**config.mk**
```make
export PLATFORM = sky130hd
export DESIGN_NAME = fetch_unit_flat
export DESIGN_NICKNAME = d
export VERILOG_FILES = /design/src/rtl/fetch_unit_if.sv /design/src/rtl/fetch_unit.sv /design/src/flat_wrapper.sv
export SDC_FILE = /design/constraint.sdc
export NUM_CORES = 1
export LEC_CHECK = 0
export BUFFER_PORTS_ARGS = -buffer_cell sky130_fd_sc_hd__buf_2
export CAP_MARGIN = 20
export CELL_PAD_IN_SITES_DETAIL_PLACEMENT = 1
export CELL_PAD_IN_SITES_GLOBAL_PLACEMENT = 2
export CORE_MARGIN = 1
export CORE_UTILIZATION = 29
export DETAILED_ROUTE_END_ITERATION = 10
export PLACE_DENSITY = 0.77
export RECOVER_POWER = 100
export SKIP_CTS_REPAIR_TIMING = 1
export SYNTH_ARGS = -nofsm -noshare
export SYNTH_HDL_FRONTEND = slang
export SYNTH_SLANG_ARGS = --single-unit
```
**constraint.sdc**
```tcl
create_clock -name clk -period 2.55 [get_ports clk]
set_input_delay 0.51 -clock clk [delete_from_list [all_inputs] [get_ports clk]]
set_output_delay 0.51 -clock clk [all_outputs]
set_load 0.01 [all_outputs]
```
**src/rtl/fetch_unit_if.sv**
```systemverilog
// Instruction-memory request/response port: req/addr out, gnt/rvalid/rdata back.
interface fetch_unit_if;
  logic        req;
  logic [31:0] addr;
  logic        gnt;
  logic        rvalid;
  logic [31:0] rdata;

  modport master (output req, output addr, input gnt, input rvalid, input rdata);
  modport slave  (input req, input addr, output gnt, output rvalid, output rdata);
endinterface

```
**src/rtl/fetch_unit.sv**
```systemverilog
// RV32I fetch front end: PC, single-outstanding imem port, IF/ID output register,
// stall hold and redirect flush with stale-response dropping.
module fetch_unit #(
  parameter logic [31:0] RESET_PC = 32'h0000_0000
) (
  input  logic                clk,
  input  logic                rst,
  fetch_unit_if.master        imem,
  input  logic                redirect,
  input  logic [31:0]         redirect_target,
  input  logic                stall,
  output logic [31:0]         instruction_fetch,
  output logic [31:0]         pc_pre_address,
  output logic                fetch_valid
);

  typedef enum logic [1:0] {REQ, WAIT, DROP} state_t;

  state_t      state, state_n;
  logic [31:0] pc, pc_n, pc_out;
  logic        grant, load, fv_n;

  // A new request only goes out when the output slot is free or drains this cycle.
  assign imem.req  = (state == REQ) & ~rst & ~redirect & (~fetch_valid | ~stall);
  assign imem.addr = pc;
  assign grant     = imem.req & imem.gnt;

  always_comb begin
    state_n = state;
    pc_n    = pc;
    load    = 1'b0;
    fv_n    = fetch_valid;
    case (state)
      REQ: begin
        if (grant) begin
          state_n = WAIT;
          pc_n    = pc + 32'd4;
        end
      end
      WAIT: begin
        if (imem.rvalid) begin
          state_n = REQ;
          load    = ~redirect;
        end else if (redirect) begin
          state_n = DROP;
        end
      end
      DROP: begin
        if (imem.rvalid) state_n = REQ;
      end
      default: state_n = REQ;
    endcase

    if (redirect) pc_n = redirect_target & 32'hFFFF_FFFC;

    // Flush beats load, load beats consumption.
    if (redirect)                  fv_n = 1'b0;
    else if (load)                 fv_n = 1'b1;
    else if (fetch_valid & ~stall) fv_n = 1'b0;
  end

  // Control and IF/ID output register
  always_ff @(posedge clk) begin
    if (rst) begin
      state             <= REQ;
      pc                <= RESET_PC;
      fetch_valid       <= 1'b0;
      instruction_fetch <= 32'h0;
      pc_pre_address    <= 32'h0;
    end else begin
      state       <= state_n;
      pc          <= pc_n;
      fetch_valid <= fv_n;
      if (load) begin
        instruction_fetch <= imem.rdata;
        pc_pre_address    <= pc_out;
      end
    end
  end

  // Address of the outstanding request
  always_ff @(posedge clk) begin
    if (grant) pc_out <= pc;
  end

endmodule
```
**src/flat_wrapper.sv**
```systemverilog
// flat-port wrapper written by rule: the top's interface ports become plain ports
module fetch_unit_flat 
#(
  parameter logic [31:0] RESET_PC = 32'h0000_0000
)
  (clk, rst, redirect, redirect_target, stall, instruction_fetch, pc_pre_address, fetch_valid, imem_req, imem_addr, imem_gnt, imem_rvalid, imem_rdata);
  fetch_unit_if imem_i ();
  input  logic clk;
  input  logic rst;
  input  logic redirect;
  input  logic [31:0] redirect_target;
  input  logic stall;
  output logic [31:0] instruction_fetch;
  output logic [31:0] pc_pre_address;
  output logic fetch_valid;
  output wire logic [$bits(imem_i.req)-1:0] imem_req;
  output wire logic [$bits(imem_i.addr)-1:0] imem_addr;
  input wire logic [$bits(imem_i.gnt)-1:0] imem_gnt;
  input wire logic [$bits(imem_i.rvalid)-1:0] imem_rvalid;
  input wire logic [$bits(imem_i.rdata)-1:0] imem_rdata;
  assign imem_req = imem_i.req;
  assign imem_addr = imem_i.addr;
  assign imem_i.gnt = imem_gnt;
  assign imem_i.rvalid = imem_rvalid;
  assign imem_i.rdata = imem_rdata;
  fetch_unit #(.RESET_PC(RESET_PC)) u_core (.clk(clk), .rst(rst), .imem(imem_i), .redirect(redirect), .redirect_target(redirect_target), .stall(stall), .instruction_fetch(instruction_fetch), .pc_pre_address(pc_pre_address), .fetch_valid(fetch_valid));
endmodule
```
# Word level (Yosys, flattened, before mapping)
# Cells that the tools add are included.
[word_totals]
register_bits = 131
word_cells = 43
out_inout_bits = 98
inputBits = 70
[classes]
n_mux = 12
bitwise_logic = 10
addsub = 1
n_reduce_logical = 8
n_eq_ne = 5
[ops]
columns = ["op", "count"]
rows = [
  ["2-to-1 mux 32 bit", 3],
  ["adder 32 x 3 -> 32 bit (second input constant)", 1],
  ["2-to-1 mux 2 bit", 4],
  ["case mux 2 bit (3 select lines)", 1],
  ["nonzero test 2 bit", 3],
  ["bitwise AND 1 bit", 5],
  ["2-to-1 mux 1 bit", 4],
  ["inverter 1 bit", 4],
  ["AND reduction 2 bit", 2],
  ["!= test 3 bit (second input constant)", 1],
  ["AND reduction 3 bit", 1],
  ["equality test 2 x 1 -> 1 bit (second input constant)", 1],
  ["equality test 2 bit (second input constant)", 1],
  ["zero test 2 bit", 1],
  ["!= test 2 x 1 -> 1 bit (second input constant)", 1],
  ["!= test 2 bit (second input constant)", 1],
  ["OR reduction 2 bit", 1],
  ["OR 1 bit", 1],
]

# Depth between registers and ports, before layout
# Gate-level depths: netlist (run 1).
[logic_depth]
ltp_word = 8
ltp_mapped = 7
depth_no_buf = 6

# Worst setup path before layout (run 1)
# No wires, ideal clock.
[synth_path]
kind = "input to register"
startpoint = "in imem_gnt"
endpoint = "reg u_core.pc[19] (netlist: u_core.imem.addr[19])"
setup_time_ps = 74
cell_stages = 7
path_slack_ps = 500
required_ps = 2476
n_path_buf = 1
t_arrival_ps = 1976
path_cell_list = "nor2b_2 buf_4 nand3_2 inv_2 nand3_1 or4_1 a31oi_1"
[synth_between]
elab_chain_cells = 3
[synth_lines]
columns = ["item", "line", "text"]
rows = [
  ["from (decl)", "flat_wrapper.sv:18", "input wire logic [$bits(imem_i.gnt)-1:0] imem_gnt;"],
  ["bitwise AND 1 bit", "fetch_unit.sv:26", "assign grant = imem.req & imem.gnt;"],
  ["net u_core.grant", "fetch_unit.sv:21", "logic grant, load, fv_n;"],
  ["nonzero test 2 bit (no source line)", "n/a", ""],
  ["AND reduction 2 bit (no source line)", "n/a", ""],
  ["to (signal assigned)", "fetch_unit.sv:72", "pc <= pc_n;"],
  ["to (decl)", "fetch_unit.sv:20", "logic [31:0] pc, pc_n, pc_out;"],
]
# The timed path passes the listed nets, and every way through them passes these cells.
# A chain may end at the register's enable or synchronous reset.

# Worst setup path after layout (run 1)
[layout_path]
startpoint = "in rst"
endpoint = "reg u_core.pc[23] (netlist: u_core.imem.addr[23])"
[layout_between]
elab_chain_cells = 7
[layout_lines]
columns = ["item", "line", "text"]
rows = [
  ["from (decl)", "flat_wrapper.sv:9", "input logic rst;"],
  ["inverter 1 bit", "fetch_unit.sv:24", "assign imem.req = (state == REQ) & ~rst & ~redirect & (~fetch_valid | ~stall);"],
  ["bitwise AND 1 bit (3 in series)", "fetch_unit.sv:24", ""],
  ["bitwise AND 1 bit", "fetch_unit.sv:26", ""],
  ["nonzero test 2 bit (no source line)", "n/a", ""],
  ["AND reduction 2 bit (no source line)", "n/a", ""],
]
# Several ways; a longest one is shown, not always the timed one.

==> results of run 1 <==
-- cell families (layout without fill, tap and decap cells) --
family / Yosys count / after routing
buffers and inverters: 41 / 205
xor gates and xnor gates: 25 / 25
muxes: 2 / 2
DFF: 125 / 125
and+or+nand+nor: 231 / 231
other: 1 / 4
adders and majority gates: 1 / 1
AOI/OAI and AO/OA: 109 / 109
-- state kept, by name, indices dropped and copies added (netlist names) --
signal,count
u_core.pc_pre_address,30
u_core.instruction_fetch,32
u_core.imem.addr,30
u_core.pc_out,30
u_core.fetch_valid,1
u_core.state,2
-- final cells by class --
class / count / area (sq um)
inverter: 2 / 7.51
sequential: 125 / 2800
clock buffer: 20 / 457
timing repair buffer: 171 / 773
multi-input combinational: 372 / 1960
fill: 2021 / 10200
tap: 220 / 275
clock inverter: 12 / 144
-- placed cells by master (no fill, tap or decap), types with 2 or more instances in the layout --
cell / netlist / final
nand2_1: 147 / 147
clkbuf_1: 23 / 95
dfxtp_1: 95 / 95
a21oi_1: 75 / 75
buf_2: 8 / 66
edfxtp_1: 30 / 30
clkbuf_16: 0 / 17
nand3_1: 15 / 15
xnor2_1: 15 / 15
nor2_1: 13 / 13
and2_1: 11 / 11
xor2_1: 10 / 10
nor3_1: 10 / 10
a211oi_1: 9 / 9
a31oi_1: 8 / 8
buf_4: 7 / 8
and3_1: 7 / 7
nand4_1: 7 / 7
o22ai_1: 6 / 6
clkinv_2: 0 / 5
and4_1: 4 / 4
conb_1: 1 / 4
o21bai_1: 3 / 3
bufinv_16: 0 / 3
clkinv_1: 0 / 2
nor2b_1: 2 / 2
and4_4: 2 / 2
nand4_2: 2 / 2
o311ai_0: 2 / 2
o211ai_1: 2 / 2
mux2i_1: 2 / 2
clkbuf_8: 0 / 2
clkinv_4: 0 / 2
clkbuf_2: 0 / 2
-- final timing paths --
kind | start | end | slack (ns)
worst max-delay path | rst | u_core.imem.addr[23] | 0.42
worst min-delay path | imem_rvalid | u_core.state[1] | 0.33
worst max register to register | u_core.fetch_valid | u_core.pc_out[11] | 0.53
worst min register to register | u_core.pc_pre_address[8] | u_core.pc_pre_address[8] | 0.45
-- worst max-delay path: cells and delay by family --
kind / cells / cell delay, ns
AO/OA/AOI/OAI: 2 / 0.34
buffers and inverters: 2 / 1.47
-- metrics by stage --
stage	instance area [sq um]	std cells	power (uW)	worst slack, ns
6_report	6420	922	4910	0.417
5_1_grt	6420	922	5110	0.220
4_1_cts	6550	922	4990	0.486
3_5_place_dp	5950	890	2510	0.440
3_3_place_gp	5950	890	2490	0.515
2_1_floorplan	4950	538	2350	0.500
-- routing by layer --
metal | part of all wire | up-vias | global-route usage
li1 | - | 2133 | -
met1 | 0.42 | 2110 | 0.197
met2 | 0.50 | 107 | 0.305
met3 | 0.063 | 17 | 0.0582
met4 | 0.015 | 2 | 0.0651
met5 | 0.00068 | - | 0
-- where the power goes --
| part | switching, uW | total (uW) | internal [uW] |
|---|---|---|---|
| Sequential | 64.8 | 2160 | 2090 |
| Combinational | 176 | 292 | 116 |
| Clock | 880 | 2460 | 1580 |
==> flow_metrics.py, run 1 <==
metrics = {
    "worst_setup_path": {
        "worstPathArrival_ns": 2.40,
        "path_cells": "buf_4, clkbuf_2, o21bai_1, a21oi_1",
        "crit_path_top_delay_cell": "clkbuf_2",
        "cp_slowest_stage_delay_ns": 1.39,
        "start_kind": "primary input",
        "crit_required_ns": 2.82,
        "cp_max_fo": 94,
        "r2r_cells": 4,
        "endpoint_kind": "flop",
        "criticalPathCategory": "in -> reg",
    },
    "final_layout": {
        "drive_gt1_frac": 0.170,
        "area_growth_pct": 30.0,
        "diodes": 0,
        "fin_nets": 760,
        "final_core_util": 0.387,
    },
    "drt": {
        "routedWlPerCell_um": 15.9,
        "drtIter0Drc": 132,
        "drcViolationCount": 0,
        "via_count": 4369,
        "first_pass_iters": 4,
        "drtAntennaViolNets": 0,
        "routed_via_density": 4.74,
        "wl_um": 14700,
    },
    "synthesis": {
        "synth_edf_count": 30,
        "synth_area_per_cell_sq_um": 9.24,
        "synth_compound_area_frac": 0.125,
        "synthCells": 535,
        "synthTopCellsByArea": "dfxtp_1 38%, edfxtp_1 18%, nand2_1 11%, a21oi_1 7.6%, xnor2_1 2.7%",
        "ys_seq_elements": 125,
        "yosysTopAreaCell": "dfxtp_1",
        "ys_seq_area_frac": 0.567,
        "synth_cell_type_count": 45,
        "syn_area_sq_mm": 0.00494,
        "synth_top_area_share": 0.385,
        "synth_most_common_cell": "nand2_1",
        "async_reset_ff_frac": 0,
        "synth_adder_area_share": 0.00253,
        "yosys-top-cells-count": "147 x nand2_1, 95 x dfxtp_1, 75 x a21oi_1, 30 x edfxtp_1, 23 x clkbuf_1",
        "synthFlopType": "dfxtp_1",
        "synth_top_family_by_area": "simple AND/OR/NAND/NOR gates",
        "post_synth_mux_area_share": 0.00405,
        "synthXorXnorAreaFrac": 0.0443,
        "ys.warnings.count": 0,
        "synth_simple_gate_area_frac": 0.217,
    },
    "place": {
        "hpwl_um": 10100,
        "place_congestion": 0.715,
        "portBuffers": 161,
    },
    "sta": {
        "finalSetupViolCount": 0,
        "whs_ns": 0.326,
        "fin_crit_ns": 2.13,
        "slew_headroom": -0.317,
        "slew_viol_final": 95,
        "min_period_over_period": 0.837,
        "skew_ns": 0.0102,
        "rsz0062_at_grt": "no",
        "worstMarginPinSlew_ns": 1.98,
        "clock.fmax_mhz": 469,
        "totalNegativeSetupSlack_ns": 0,
        "hold_violations": 0,
    },
    "clock_network": {
        "cts_buffers": 17,
        "clkSinkCount": 125,
        "clk_latency_ns": 0.41,
        "clkSlewWorstSetupHoldPaths_ns": 0.06,
        "htree_num_levels": 4,
        "root_buffer": "clkbuf_16",
        "cts_buffer_depth": 2,
        "cts_tree": "yes",
    },
    "grt": {
        "grt_pass1_wl_um": 23700,
        "grt_usage": 0.175,
        "antenna_found_initial": 3,
        "overflow": 0,
        "grt_max_degree": 95,
        "grt_pass1_vias": 4598,
    },
    "status": {
        "outcome": "finished, violations left",
        "violations": "max-capacitance violations, max-slew violations",
    },
    "min_path": {
        "hold_depth": 2,
        "hold_class": "in -> reg",
    },
    "die": {
        "die_y_um": 133,
        "coreArea_sq_mm": 0.0166,
        "fp.dieW_um": 133,
        "die_area_sq_mm": 0.0176,
        "start_util": 0.298,
        "rows": 47,
        "ioPinCount": 168,
    },
    "power_and_ir_drop": {
        "pwr_density_cell_mw_per_mm2": 764,
        "max-vdd-ir-drop_v": 0.000425,
        "leakage_uw": 0.00226,
    },
    "run": {
        "maxCapViolations": 1,
    },
}
Note: power is estimated with default switching activity, not from simulation.
==> run 2, diff against run 1 <==
Clock period 2.55 ns to 2.1 ns, I/O delays scaled along.
==> run 2 against run 1 <==
- the flow now finishes without violations
- sequential power up 21%
- first-iteration DRC count is 20% higher
- combinational power up 25%
- critical path depth increased by 1
- clock skew decreased by 0.0038 ns
- global-route usage rose by 0.13 points
- die area did not move
- flip-flop and latch count unchanged
- non-clock buffer count increased by 7
==> flow_metrics.py, run 2 (synthesis gave the netlist of run 1 again) <==
metrics = {
    "status": {
        "outcome": "finished, final reports clean",
    },
    "drt": {
        "drtIter0Drc": 159,
        "via_count": 4421,
        "first_pass_iters": 4,
        "routed_via_density": 4.75,
        "drcViolationCount": 0,
        "routedWlPerCell_um": 15.7,
        "drtAntennaViolNets": 0,
        "wl_um": 14600,
    },
    "place": {
        "place_congestion": 0.718,
        "hpwl_um": 10200,
        "place_inst": 897,
        "portBuffers": 161,
    },
    "sta": {
        "rsz0062_at_grt": "no",
        "clock.fmax_mhz": 505,
        "worstMarginPinSlew_ns": 1.10,
        "finalSetupViolCount": 0,
        "slew_headroom": 0.265,
        "min_period_over_period": 0.943,
        "fin_crit_ns": 1.98,
        "skew_ns": 0.00637,
        "whs_ns": 0.244,
        "hold_violations": 0,
        "slew_viol_final": 0,
        "totalNegativeSetupSlack_ns": 0,
    },
    "worst_setup_path": {
        "crit_required_ns": 1.68,
        "cp_common_cell": "buf_4",
        "criticalPathCategory": "reg -> out",
        "path_cells": "a21oi_2, buf_4, buf_4, and3b_1, clkbuf_2",
        "cp_top_family": "buffers and inverters",
        "cp_max_fo": 7,
        "endpoint_kind": "primary output",
        "cp_slowest_stage_delay_ns": 0.33,
        "start_kind": "flop",
        "critical_path_buf_inv_count": 3,
        "crit_path_top_delay_cell": "dfxtp_1",
        "worstPathArrival_ns": 1.56,
    },
    "clock_network": {
        "htree_num_levels": 4,
        "cts_buffer_depth": 2,
        "clkSinkCount": 125,
        "root_buffer": "clkbuf_16",
        "cts_tree": "yes",
        "clk_latency_ns": 0.41,
        "cts_buffers": 17,
        "clkSlewWorstSetupHoldPaths_ns": 0.05,
    },
    "grt": {
        "overflow": 0,
        "antenna_found_initial": 1,
        "grt_usage": 0.176,
        "grt_pass1_vias": 4608,
        "grt_max_degree": 95,
        "grt_pass1_wl_um": 24000,
    },
    "final_layout": {
        "final_cell_mix": "148 x nand2_1, 103 x clkbuf_1, 95 x dfxtp_1",
        "top_register": "u_core.instruction_fetch",
        "instances_no_fill": 930,
        "final_core_util": 0.383,
        "drive_gt1_frac": 0.165,
        "largest_reg_flops": 32,
        "fin_nets": 767,
        "mostFrequentLayoutCell": "nand2_1",
        "area_growth_pct": 28.6,
    },
    "power_and_ir_drop": {
        "max-vdd-ir-drop_v": 0.000568,
        "leakage_uw": 0.00223,
        "pwr_density_cell_mw_per_mm2": 874,
    },
    "die": {
        "ioPinCount": 168,
        "die_area_sq_mm": 0.0176,
        "die_y_um": 133,
        "coreArea_sq_mm": 0.0166,
        "fp.dieW_um": 133,
        "rows": 47,
        "start_util": 0.298,
    },
    "run": {
        "maxCapViolations": 0,
    },
    "min_path": {
        "hold_class": "in -> reg",
    },
}
-- run 2: cell type report --
class	instances	area, sq um
clock inverters	8	45.0
repair buffers	178	800
inverters	2	7.51
flip-flops and latches	125	2800
clock buffers	24	472
diodes	1	2.50
well taps	220	275
multi-input cells	372	1950
fillers	2013	10200
-- run 2: worst reg2reg max path: stages, from the launching register on --
cell and delay (ns):
dfxtp_1 0.40, ha_1 0.23, and4_2 0.32, and3_1 0.28
nand4_1 0.15, xor2_1 0.17, a211oi_1 0.25
-- run 2: worst paths after layout --
check | slack [ns] | cells after the start | from | to
setup / recovery | 0.12 | 5 | u_core.fetch_valid | imem_req
hold / removal | 0.24 | 2 | imem_rvalid | u_core.state[1]
setup reg to reg | 0.21 | 6 | u_core.imem.addr[2] | u_core.imem.addr[26]
hold reg to reg | 0.45 | 2 | u_core.pc_pre_address[16] | u_core.pc_pre_address[16]
-- run 2: metal layers --
layer | vias up | global-route usage | part of all wire
met5 | - | 0 | 0
met4 | 0 | 0.0760 | 0.020
met3 | 16 | 0.0502 | 0.053
met2 | 115 | 0.299 | 0.49
met1 | 2128 | 0.207 | 0.44
li1 | 2162 | - | -
-- run 2: through the flow --
| step | cell area (sq um) | total power (uW) | worst slack [ns] |
|---|---|---|---|
| 6_report | 6350 | 5550 | 0.119 |
| 5_1_grt | 6350 | 5790 | 0.0187 |
| 4_1_cts | 6520 | 5670 | 0.0862 |
| 3_5_place_dp | 6000 | 3060 | 0.181 |
| 3_3_place_gp | 6000 | 3040 | 0.233 |
| 2_1_floorplan | 4950 | 2850 | 0.140 |
-- run 2: power breakdown --
group          internal (uW)  leakage, uW  switching [uW]  total (uW)
Combinational            144     0.000922             222         365
Clock                   1550     0.000254            1020        2580
Sequential              2540      0.00105            71.5        2610
Total                   4240      0.00223            1310        5550
